$ cat src/rtl/pipeline_perf_monitor_if.sv
// Observer-side bundle for pipeline_perf_monitor.
// The processor/bench drives the master side; the monitor takes the slave side.
interface pipeline_perf_monitor_if #(
  parameter int CNT_W = 32
);
  logic             forwarding_EN;
  logic             wb_valid;
  logic             stall;
  logic             flush;
  logic [1:0]       fwd_a_sel;
  logic [1:0]       fwd_b_sel;
  logic             halt;
  logic             rd_req;
  logic [2:0]       rd_addr;
  logic             rd_ack;
  logic [CNT_W-1:0] rd_data;
  logic             running;
  logic             done;

  modport master (
    output forwarding_EN, wb_valid, stall, flush,
    output fwd_a_sel, fwd_b_sel, halt,
    output rd_req, rd_addr,
    input  rd_ack, rd_data, running, done
  );

  modport slave (
    input  forwarding_EN, wb_valid, stall, flush,
    input  fwd_a_sel, fwd_b_sel, halt,
    input  rd_req, rd_addr,
    output rd_ack, rd_data, running, done
  );
endinterface

$ cat src/rtl/pipeline_perf_monitor.sv
// Write-back performance observer: saturating run statistics,
// halt-driven freeze after the pipeline drains, registered read port.
module pipeline_perf_monitor #(
  parameter int CNT_W     = 32,
  parameter int DRAIN_CYC = 4
) (
  input logic clk,
  input logic rst,
  pipeline_perf_monitor_if.slave bus
);
  localparam int DW = (DRAIN_CYC > 1) ? $clog2(DRAIN_CYC) : 1;

  typedef enum logic [1:0] {
    S_IDLE,
    S_RUN,
    S_DRAIN,
    S_DONE
  } state_t;

  state_t           r_state;
  logic             r_running;
  logic             r_done;
  logic             r_fen;
  logic [DW-1:0]    r_drain;
  logic [CNT_W-1:0] r_cyc;
  logic [CNT_W-1:0] r_ret;
  logic [CNT_W-1:0] r_stl;
  logic [CNT_W-1:0] r_fls;
  logic [CNT_W-1:0] r_fwd;
  logic             r_rd_ack;
  logic [CNT_W-1:0] r_rd_data;

  logic             w_cnt_en;
  logic             w_fwd_ev;
  logic [CNT_W-1:0] w_rd_val;

  function automatic logic [CNT_W-1:0] sat_inc(
    input logic [CNT_W-1:0] v,
    input logic             en
  );
    if (en && (v != {CNT_W{1'b1}}))
      return v + CNT_W'(1);
    return v;
  endfunction

  assign w_cnt_en = (r_state == S_RUN) || (r_state == S_DRAIN);
  assign w_fwd_ev = r_fen &&
    ((bus.fwd_a_sel != 2'd0) || (bus.fwd_b_sel != 2'd0));

  always_ff @(posedge clk) begin
    if (rst) begin
      r_state   <= S_IDLE;
      r_running <= 1'b0;
      r_done    <= 1'b0;
      r_fen     <= 1'b0;
      r_drain   <= '0;
    end else begin
      unique case (r_state)
        S_IDLE: begin
          r_state   <= S_RUN;
          r_running <= 1'b1;
          r_fen     <= bus.forwarding_EN;
        end
        S_RUN: begin
          if (bus.halt) begin
            r_state <= S_DRAIN;
            r_drain <= DW'(DRAIN_CYC - 1);
          end
        end
        S_DRAIN: begin
          if (r_drain == '0) begin
            r_state   <= S_DONE;
            r_running <= 1'b0;
            r_done    <= 1'b1;
          end else begin
            r_drain <= r_drain - DW'(1);
          end
        end
        default: begin
        end
      endcase
    end
  end

  always_ff @(posedge clk) begin
    if (rst) begin
      r_cyc <= '0;
      r_ret <= '0;
      r_stl <= '0;
      r_fls <= '0;
      r_fwd <= '0;
    end else if (w_cnt_en) begin
      r_cyc <= sat_inc(r_cyc, 1'b1);
      r_ret <= sat_inc(r_ret, bus.wb_valid);
      r_stl <= sat_inc(r_stl, bus.stall);
      r_fls <= sat_inc(r_fls, bus.flush);
      r_fwd <= sat_inc(r_fwd, w_fwd_ev);
    end
  end

  always_comb begin
    w_rd_val = '0;
    case (bus.rd_addr)
      3'd0: w_rd_val = r_cyc;
      3'd1: w_rd_val = r_ret;
      3'd2: w_rd_val = r_stl;
      3'd3: w_rd_val = r_fls;
      3'd4: w_rd_val = r_fwd;
      3'd5: w_rd_val[2:0] = {r_done, r_running, r_fen};
      default: w_rd_val = '0;
    endcase
  end

  // Sampled before this edge's counter update, so reads see pre-increment values.
  always_ff @(posedge clk) begin
    if (rst) begin
      r_rd_ack  <= 1'b0;
      r_rd_data <= '0;
    end else begin
      r_rd_ack <= bus.rd_req;
      if (bus.rd_req)
        r_rd_data <= w_rd_val;
    end
  end

  assign bus.rd_ack  = r_rd_ack;
  assign bus.rd_data = r_rd_data;
  assign bus.running = r_running;
  assign bus.done    = r_done;
endmodule

$ cat src/flat_wrapper.sv
// flat-port wrapper written by rule: the top's interface ports become plain ports
module pipeline_perf_monitor_flat 
#(
  parameter int CNT_W     = 32,
  parameter int DRAIN_CYC = 4
)
  (clk, rst, bus_forwarding_EN, bus_wb_valid, bus_stall, bus_flush, bus_fwd_a_sel, bus_fwd_b_sel, bus_halt, bus_rd_req, bus_rd_addr, bus_rd_ack, bus_rd_data, bus_running, bus_done);
  pipeline_perf_monitor_if #(.CNT_W(CNT_W)) bus_i ();
  input logic clk;
  input logic rst;
  input wire logic [$bits(bus_i.forwarding_EN)-1:0] bus_forwarding_EN;
  input wire logic [$bits(bus_i.wb_valid)-1:0] bus_wb_valid;
  input wire logic [$bits(bus_i.stall)-1:0] bus_stall;
  input wire logic [$bits(bus_i.flush)-1:0] bus_flush;
  input wire logic [$bits(bus_i.fwd_a_sel)-1:0] bus_fwd_a_sel;
  input wire logic [$bits(bus_i.fwd_b_sel)-1:0] bus_fwd_b_sel;
  input wire logic [$bits(bus_i.halt)-1:0] bus_halt;
  input wire logic [$bits(bus_i.rd_req)-1:0] bus_rd_req;
  input wire logic [$bits(bus_i.rd_addr)-1:0] bus_rd_addr;
  output wire logic [$bits(bus_i.rd_ack)-1:0] bus_rd_ack;
  output wire logic [$bits(bus_i.rd_data)-1:0] bus_rd_data;
  output wire logic [$bits(bus_i.running)-1:0] bus_running;
  output wire logic [$bits(bus_i.done)-1:0] bus_done;
  assign bus_i.forwarding_EN = bus_forwarding_EN;
  assign bus_i.wb_valid = bus_wb_valid;
  assign bus_i.stall = bus_stall;
  assign bus_i.flush = bus_flush;
  assign bus_i.fwd_a_sel = bus_fwd_a_sel;
  assign bus_i.fwd_b_sel = bus_fwd_b_sel;
  assign bus_i.halt = bus_halt;
  assign bus_i.rd_req = bus_rd_req;
  assign bus_i.rd_addr = bus_rd_addr;
  assign bus_rd_ack = bus_i.rd_ack;
  assign bus_rd_data = bus_i.rd_data;
  assign bus_running = bus_i.running;
  assign bus_done = bus_i.done;
  pipeline_perf_monitor #(.CNT_W(CNT_W), .DRAIN_CYC(DRAIN_CYC)) u_core (.clk(clk), .rst(rst), .bus(bus_i));
endmodule
$ cat config.mk
export PLATFORM = sky130hd
export DESIGN_NAME = pipeline_perf_monitor_flat
export DESIGN_NICKNAME = d
export VERILOG_FILES = /design/src/rtl/pipeline_perf_monitor_if.sv /design/src/rtl/pipeline_perf_monitor.sv /design/src/flat_wrapper.sv
export SDC_FILE = /design/constraint.sdc
export NUM_CORES = 1
export LEC_CHECK = 0
export ABC_AREA = 1
export BUFFER_PORTS_ARGS = -buffer_cell sky130_fd_sc_hd__buf_2
export CORE_AREA = 3 3 207 209
export CTS_BUF_LIST = sky130_fd_sc_hd__clkbuf_2
export CTS_CLUSTER_DIAMETER = 60
export DETAILED_ROUTE_END_ITERATION = 6
export DIE_AREA = 0 0 210 212
export GPL_ROUTABILITY_DRIVEN = 0
export HOLD_SLACK_MARGIN = 0.15
export SLEW_MARGIN = 20
export SYNTH_ARGS = -nofsm -noshare
export SYNTH_HDL_FRONTEND = slang
export SYNTH_SLANG_ARGS = --single-unit
$ cat constraint.sdc
create_clock -name clk -period 2.2 [get_ports clk]
set_input_delay 0.66 -clock clk [delete_from_list [all_inputs] [get_ports clk]]
set_output_delay 0.66 -clock clk [all_outputs]
set_load 0.02 [all_outputs]
==> metrics.txt, run 1 <==
status=complete, no violations; Setup Skew=0.0587 ns; power density cells=536 nW/µm²; NetSw=0.00263 W; Post-Syn Area=12300 µm²; share of cells above drive strength 1=9.32%; DR pass1 iterations=6; num rows=74; RSZ-0062 raised after global routing=yes; Critical Path RT=1.54 ns; crit path max fanout=2; crit-path cells=buf_2; # clock sinks=200; GRT Residual Overflow=0; f_max=462 MHz; fin crit share=98.4%; most common cell after layout, fill and taps aside=nand2_1; Pins Over Slew Limit=0; NumNets Final=2158; Yosys top cell area share=32.7%; critical path class=reg -> out; Fin. Hold Viols=0; critical path's largest stage delay=0.45 ns; Via density=5.04; area grow syn2layout=11.8%; Remaining DRCs=0; relative slew slack=35.8%; Yosys cell types=40; Tightest Hold Check Type=in -> reg; fillers=4546; Mean Syn Cell Area=5.88 µm²; R2R depth=9; WHS Path Cells=5; critical path launch point type=flip-flop; clock tree from TritonCTS=built; largest net degree at the start of global routing=69; Clock transition at path regs=0.36 ns; Syn Nets=2111; Crit. End Element=output pin; Post-CTS Repair Setup Buffers=0; Setup Viol. Count Final=0; I/O pin total=50; Global Route Usage Sum=18.9%; most frequent cells in the layout=nand2_1 (595), nor2_1 (399), inv_1 (239); cell taking the most area after synthesis=dfxtp_1; CP max stage cell=dfxtp_1; Gate Count Post-Synth=2086; number of port buffers=49; total CTS buffers=17; Ys Warns=0; Die H=212 µm; Seq/Total Area, Yosys=32.7%; initial antenna violation count=1; Die Footprint=44500 µm²; post-route ant nets=0; min Tclk post-route=2.17 ns; DP HPWL=33.0 mm; Hold Slack=0.251 ns; clk_lat worst skew=0.89 ns; critical path depth=1; Root Buffer=clkbuf_2; Critical path buffers and inverters=1; number of synthesized flops with an enable pin=0; main flop type after synthesis=dfxtp_1; Initial DRC Count=1455; vias in the first global route=12100; ys async rst share=0%; design internal power=0.00472 W; max-cap violations=0; CTS H-Tree Depth=4; routed length per placed instance=16.0 µm; via count=13500; Post-Route WL=42.9 mm; combinational power share=20.5%; top post-synthesis cells by area=dfxtp_1 (33%), nand2_1 (18%), nor2_1 (13%); worst-margin pin slew=0.963 ns; Setup Total Neg Slack=0 ns; first-pass GRT wire length=66.6 mm; chip width=210 µm; Max Buffers Root-to-Sink=2; Clk network pwr share=26.8%; Leakage=5.06 nW; sequential share of power=52.6%; core area=41000 µm²; sw frac=35.7%; Starting Density=29.9%; Final Util=33.4%; critical path's top delay family=flip-flops; Yosys reg bits=200; Max IR drop VDD=385 µV; Critical Path AT=1.51 ns
==> power groups by stage <==
stage                     clock network, W  logic [W]  registers [W]
after detailed placement                 0    0.00146        0.00393
final                              0.00197    0.00151        0.00387
after floorplan                          0   0.000870        0.00392
after global routing               0.00214    0.00162        0.00389
after global placement                   0    0.00142        0.00392
after CTS                          0.00202    0.00147        0.00386
==> worst reg2reg max path, stage by stage (launching register included) <==
cell and delay [ns]:
dfxtp_1 0.42, ha_1 0.24, nand2_1 0.09, nor2_1 0.08, nand2_2 0.09, nor2_4 0.07
a21oi_2 0.77, nand3_1 0.14, nand2_1 0.11, nor2_1 0.04
==> cell families (layout without fill, tap and decap cells) <==
logic type      count (synthesis)  after routing  share of synthesized area, %
buf+inv                       324            383                          10.8
other cells                     0              2                             0
fa+ha+maj                      10             10                          1.02
xor+xnor                        1              1                        0.0715
simple gates                 1283           1283                          43.4
compound gates                268            269                          12.1
flops                         200            200                          32.7
==> registers in the layout, indices dropped and copies added (netlist names), 2 cells and up <==
name                cells
u_core.r_cyc           32
u_core.bus.rd_data     32
u_core.r_ret           32
u_core.r_drain          2
u_core.r_state          2
u_core.r_fls           32
u_core.r_fwd           32
u_core.r_stl           32
==> what timing repair did <==
item	in CTS	in global routing
setup endpoints to repair	15	75
gates resized for setup	35	27
cloned	0	1
pin swaps	0	1
endpoints found under the hold margin	12	0
hold buffers	5	0
==> stage by stage <==
step	cells	setup slack, ns	power (W)	cell area, µm²
2_1_floorplan	2086	0.444	0.00479	12300
3_3_place_gp	2640	0.0589	0.00534	13200
3_5_place_dp	2640	0.0361	0.00538	13200
4_1_cts	2677	0.00194	0.00735	13600
5_1_grt	2680	-0.0112	0.00765	13700
6_report	2680	0.0343	0.00735	13700
==> worst paths after layout <==
path | start | to | slack (ns)
hold / removal | rst | u_core.r_cyc[11] | 0.25
setup reg to reg | u_core.r_fls[0] | u_core.r_fls[29] | 0.09
hold reg to reg | u_core.r_drain[0] | u_core.r_drain[0] | 0.45
setup / recovery | u_core.bus.rd_data[2] | bus_rd_data[2] | 0.03
==> final cells by class <==
cell class,instances,area [µm²],share of cell area (%)
sequential,200,4040,29.5
timing repair buffer,95,769,5.62
clock buffer,18,90.1,0.658
clock inverter,14,161,1.18
tap,532,666,4.86
inverter,256,963,7.03
antenna,2,5.00,0.0365
multi-input combinational,1563,7010,51.1
==> cells in the mapped netlist, drive strengths merged (6+ instances only) <==
cell type	number
o21ai	89
nand3	203
o211ai	16
nand2	606
buf	36
ha	10
clkbuf	32
a31oi	6
o21bai	17
a21oi	120
o22ai	17
inv	248
nand4	21
nor2	429
nor3	13
clkinv	8
dfxtp	200
==> layer usage <==
metal / vias up / GRT usage, % / part of all wire (%)
met1: 6192 / 25.8 / 45
met4: 0 / 7.72 / 3.8
met5: - / 0 / 0
met2: 530 / 30.0 / 44
met3: 77 / 2.73 / 7.7
li1: 6700 / - / -
Note: power is estimated with default switching activity, not from simulation.
==> run 2, diff against run 1 <==
RECOVER_POWER = 100   (was not set)
==> run 2 against run 1 <==
Against the previous run:
- the run now ends with DRC left
- first-iteration DRC count is 2.5% higher
- via count fell by 0.22%
- final cell count unchanged
- setup slack better by 0.0013 ns
- critical path depth is the same
- clock-buffer cell count unchanged
==> metrics.txt, run 2 (synthesis gave the netlist of run 1 again) <==
DR pass1 iterations=7 (+1); core area=41000 µm² (unchanged); worst-margin pin slew=0.961 ns (-0.00138 ns); RSZ-0062 raised after global routing=yes; fillers=4559 (+0.29%); Placement Setup Slack=0.0361 ns (unchanged); final worst slack=0.0355 ns (+0.00128 ns); NumNets Final=2158 (unchanged); design area=13700 µm² (-0.34%); # clock sinks=200 (unchanged); power density cells=536 nW/µm² (about the same); CP max stage cell=dfxtp_1; first-pass GRT wire length=66.6 mm (unchanged); Via density=5.03 (-0.22%); Setup Total Neg Slack=0 ns (unchanged); Pins Over Slew Limit=0 (unchanged); placed inst area=13200 µm² (unchanged); via count=13500 (-0.22%); Root Buffer=clkbuf_2; initial antenna violation count=1 (unchanged); critical path launch point type=flip-flop; fin crit share=98.4% (about the same); Initial DRC Count=1491 (+2.5%); status=finished with violations; Post-Route WL=42.9 mm (+0.11%); number of port buffers=49 (unchanged); num rows=74 (unchanged); Leakage=5.04 nW (-0.39%); Max IR drop VDD=377 µV (-1.9%); GRT Residual Overflow=0 (unchanged); min Tclk post-route=2.16 ns (-0.00128 ns); max-cap violations=0 (unchanged); Critical path buffers and inverters=1 (unchanged); Critical Path RT=1.54 ns (about the same); register-to-register setup slack=0.10 ns (about the same); relative slew slack=35.9% (+0.092 points); chip width=210 µm (unchanged); Post-CTS Repair Setup Buffers=0 (unchanged); Finished Layout Cells=2680 (unchanged); share of cells above drive strength 1=9.09% (-0.23 points); DP HPWL=33.0 mm (unchanged); critical path's top delay family=flip-flops; Starting Density=29.9% (unchanged); clock tree from TritonCTS=built; CTS H-Tree Depth=4 (unchanged); Die H=212 µm (unchanged); f_max=462 MHz (about the same); Fin. Hold Viols=0 (unchanged); Remaining DRCs=24 (+24); Crit. End Element=output pin; Max Buffers Root-to-Sink=2 (unchanged); I/O pin total=50 (unchanged); Global Route Usage Sum=18.9% (unchanged); Setup Skew=0.0485 ns (-0.0102 ns); most common cell after layout, fill and taps aside=nand2_1; vias in the first global route=12100 (unchanged); Hold Slack=0.253 ns (+0.00200 ns); Clock transition at path regs=0.34 ns (-0.02 ns); failing checks=DRC; largest net degree at the start of global routing=69 (unchanged); routed length per placed instance=16.0 µm (+0.11%); clk_lat worst skew=0.88 ns (about the same); Setup Viol. Count Final=0 (unchanged); crit path max fanout=2 (unchanged); most frequent cells in the layout=nand2_1 (595), nor2_1 (401), inv_1 (239); area grow syn2layout=11.4%; crit-path cells=buf_2; critical path class=reg -> out; Die Footprint=44500 µm² (unchanged); total CTS buffers=17 (unchanged); critical path's largest stage delay=0.45 ns (about the same); post-route ant nets=0 (unchanged); Critical Path AT=1.50 ns (about the same); Placed Cells=2640 (unchanged); Tightest Hold Check Type=in -> reg
[run 2: per-layer routing]
metal,share of wire [%],vias up,global-route usage [%]
met1,45,6179,25.8
met4,3.6,0,7.72
met2,44,518,30.0
met5,0,-,0
li1,-,6695,-
met3,7.6,77,2.73
[run 2: cell type report]
class / count / area, µm² / share of cell area [%]
sequential: 200 / 4040 / 29.6
clock buffer: 18 / 90.1 / 0.660
multi-input combinational: 1563 / 7000 / 51.2
antenna: 2 / 5.00 / 0.0367
clock inverter: 14 / 161 / 1.18
inverter: 256 / 963 / 7.06
timing repair buffer: 95 / 733 / 5.37
tap: 532 / 666 / 4.87
[run 2: worst paths after layout]
path / endpoint / cells after the start / start
min: u_core.r_fls[4] / 5 / rst
min reg2reg: u_core.r_drain[0] / 1 / u_core.r_drain[0]
max: bus_rd_data[2] / 1 / u_core.bus.rd_data[2]
max reg2reg: u_core.r_fls[19] / 9 / u_core.r_fls[0]
[run 2: power by group]
group / switching (W) / internal [W]
logic: 0.00101 / 0.000468
registers: 0.000104 / 0.00376
clock network: 0.00150 / 0.000477
[run 2: repair_timing]
| item | in CTS | in global routing |
|---|---|---|
| endpoints found under the setup margin | 15 | 75 |
| cloned | 0 | 1 |
| hold buffers | 5 | 0 |
| hold endpoints to repair | 12 | 0 |
| pin swaps | 0 | 1 |
| gates resized for setup | 35 | 27 |
[run 2: per-stage QoR]
stage	total power (W)	util, %
2_1_floorplan	0.00479	-
3_3_place_gp	0.00534	32.2
3_5_place_dp	0.00538	32.2
4_1_cts	0.00735	33.2
5_1_grt	0.00762	33.3
6_report	0.00732	33.3
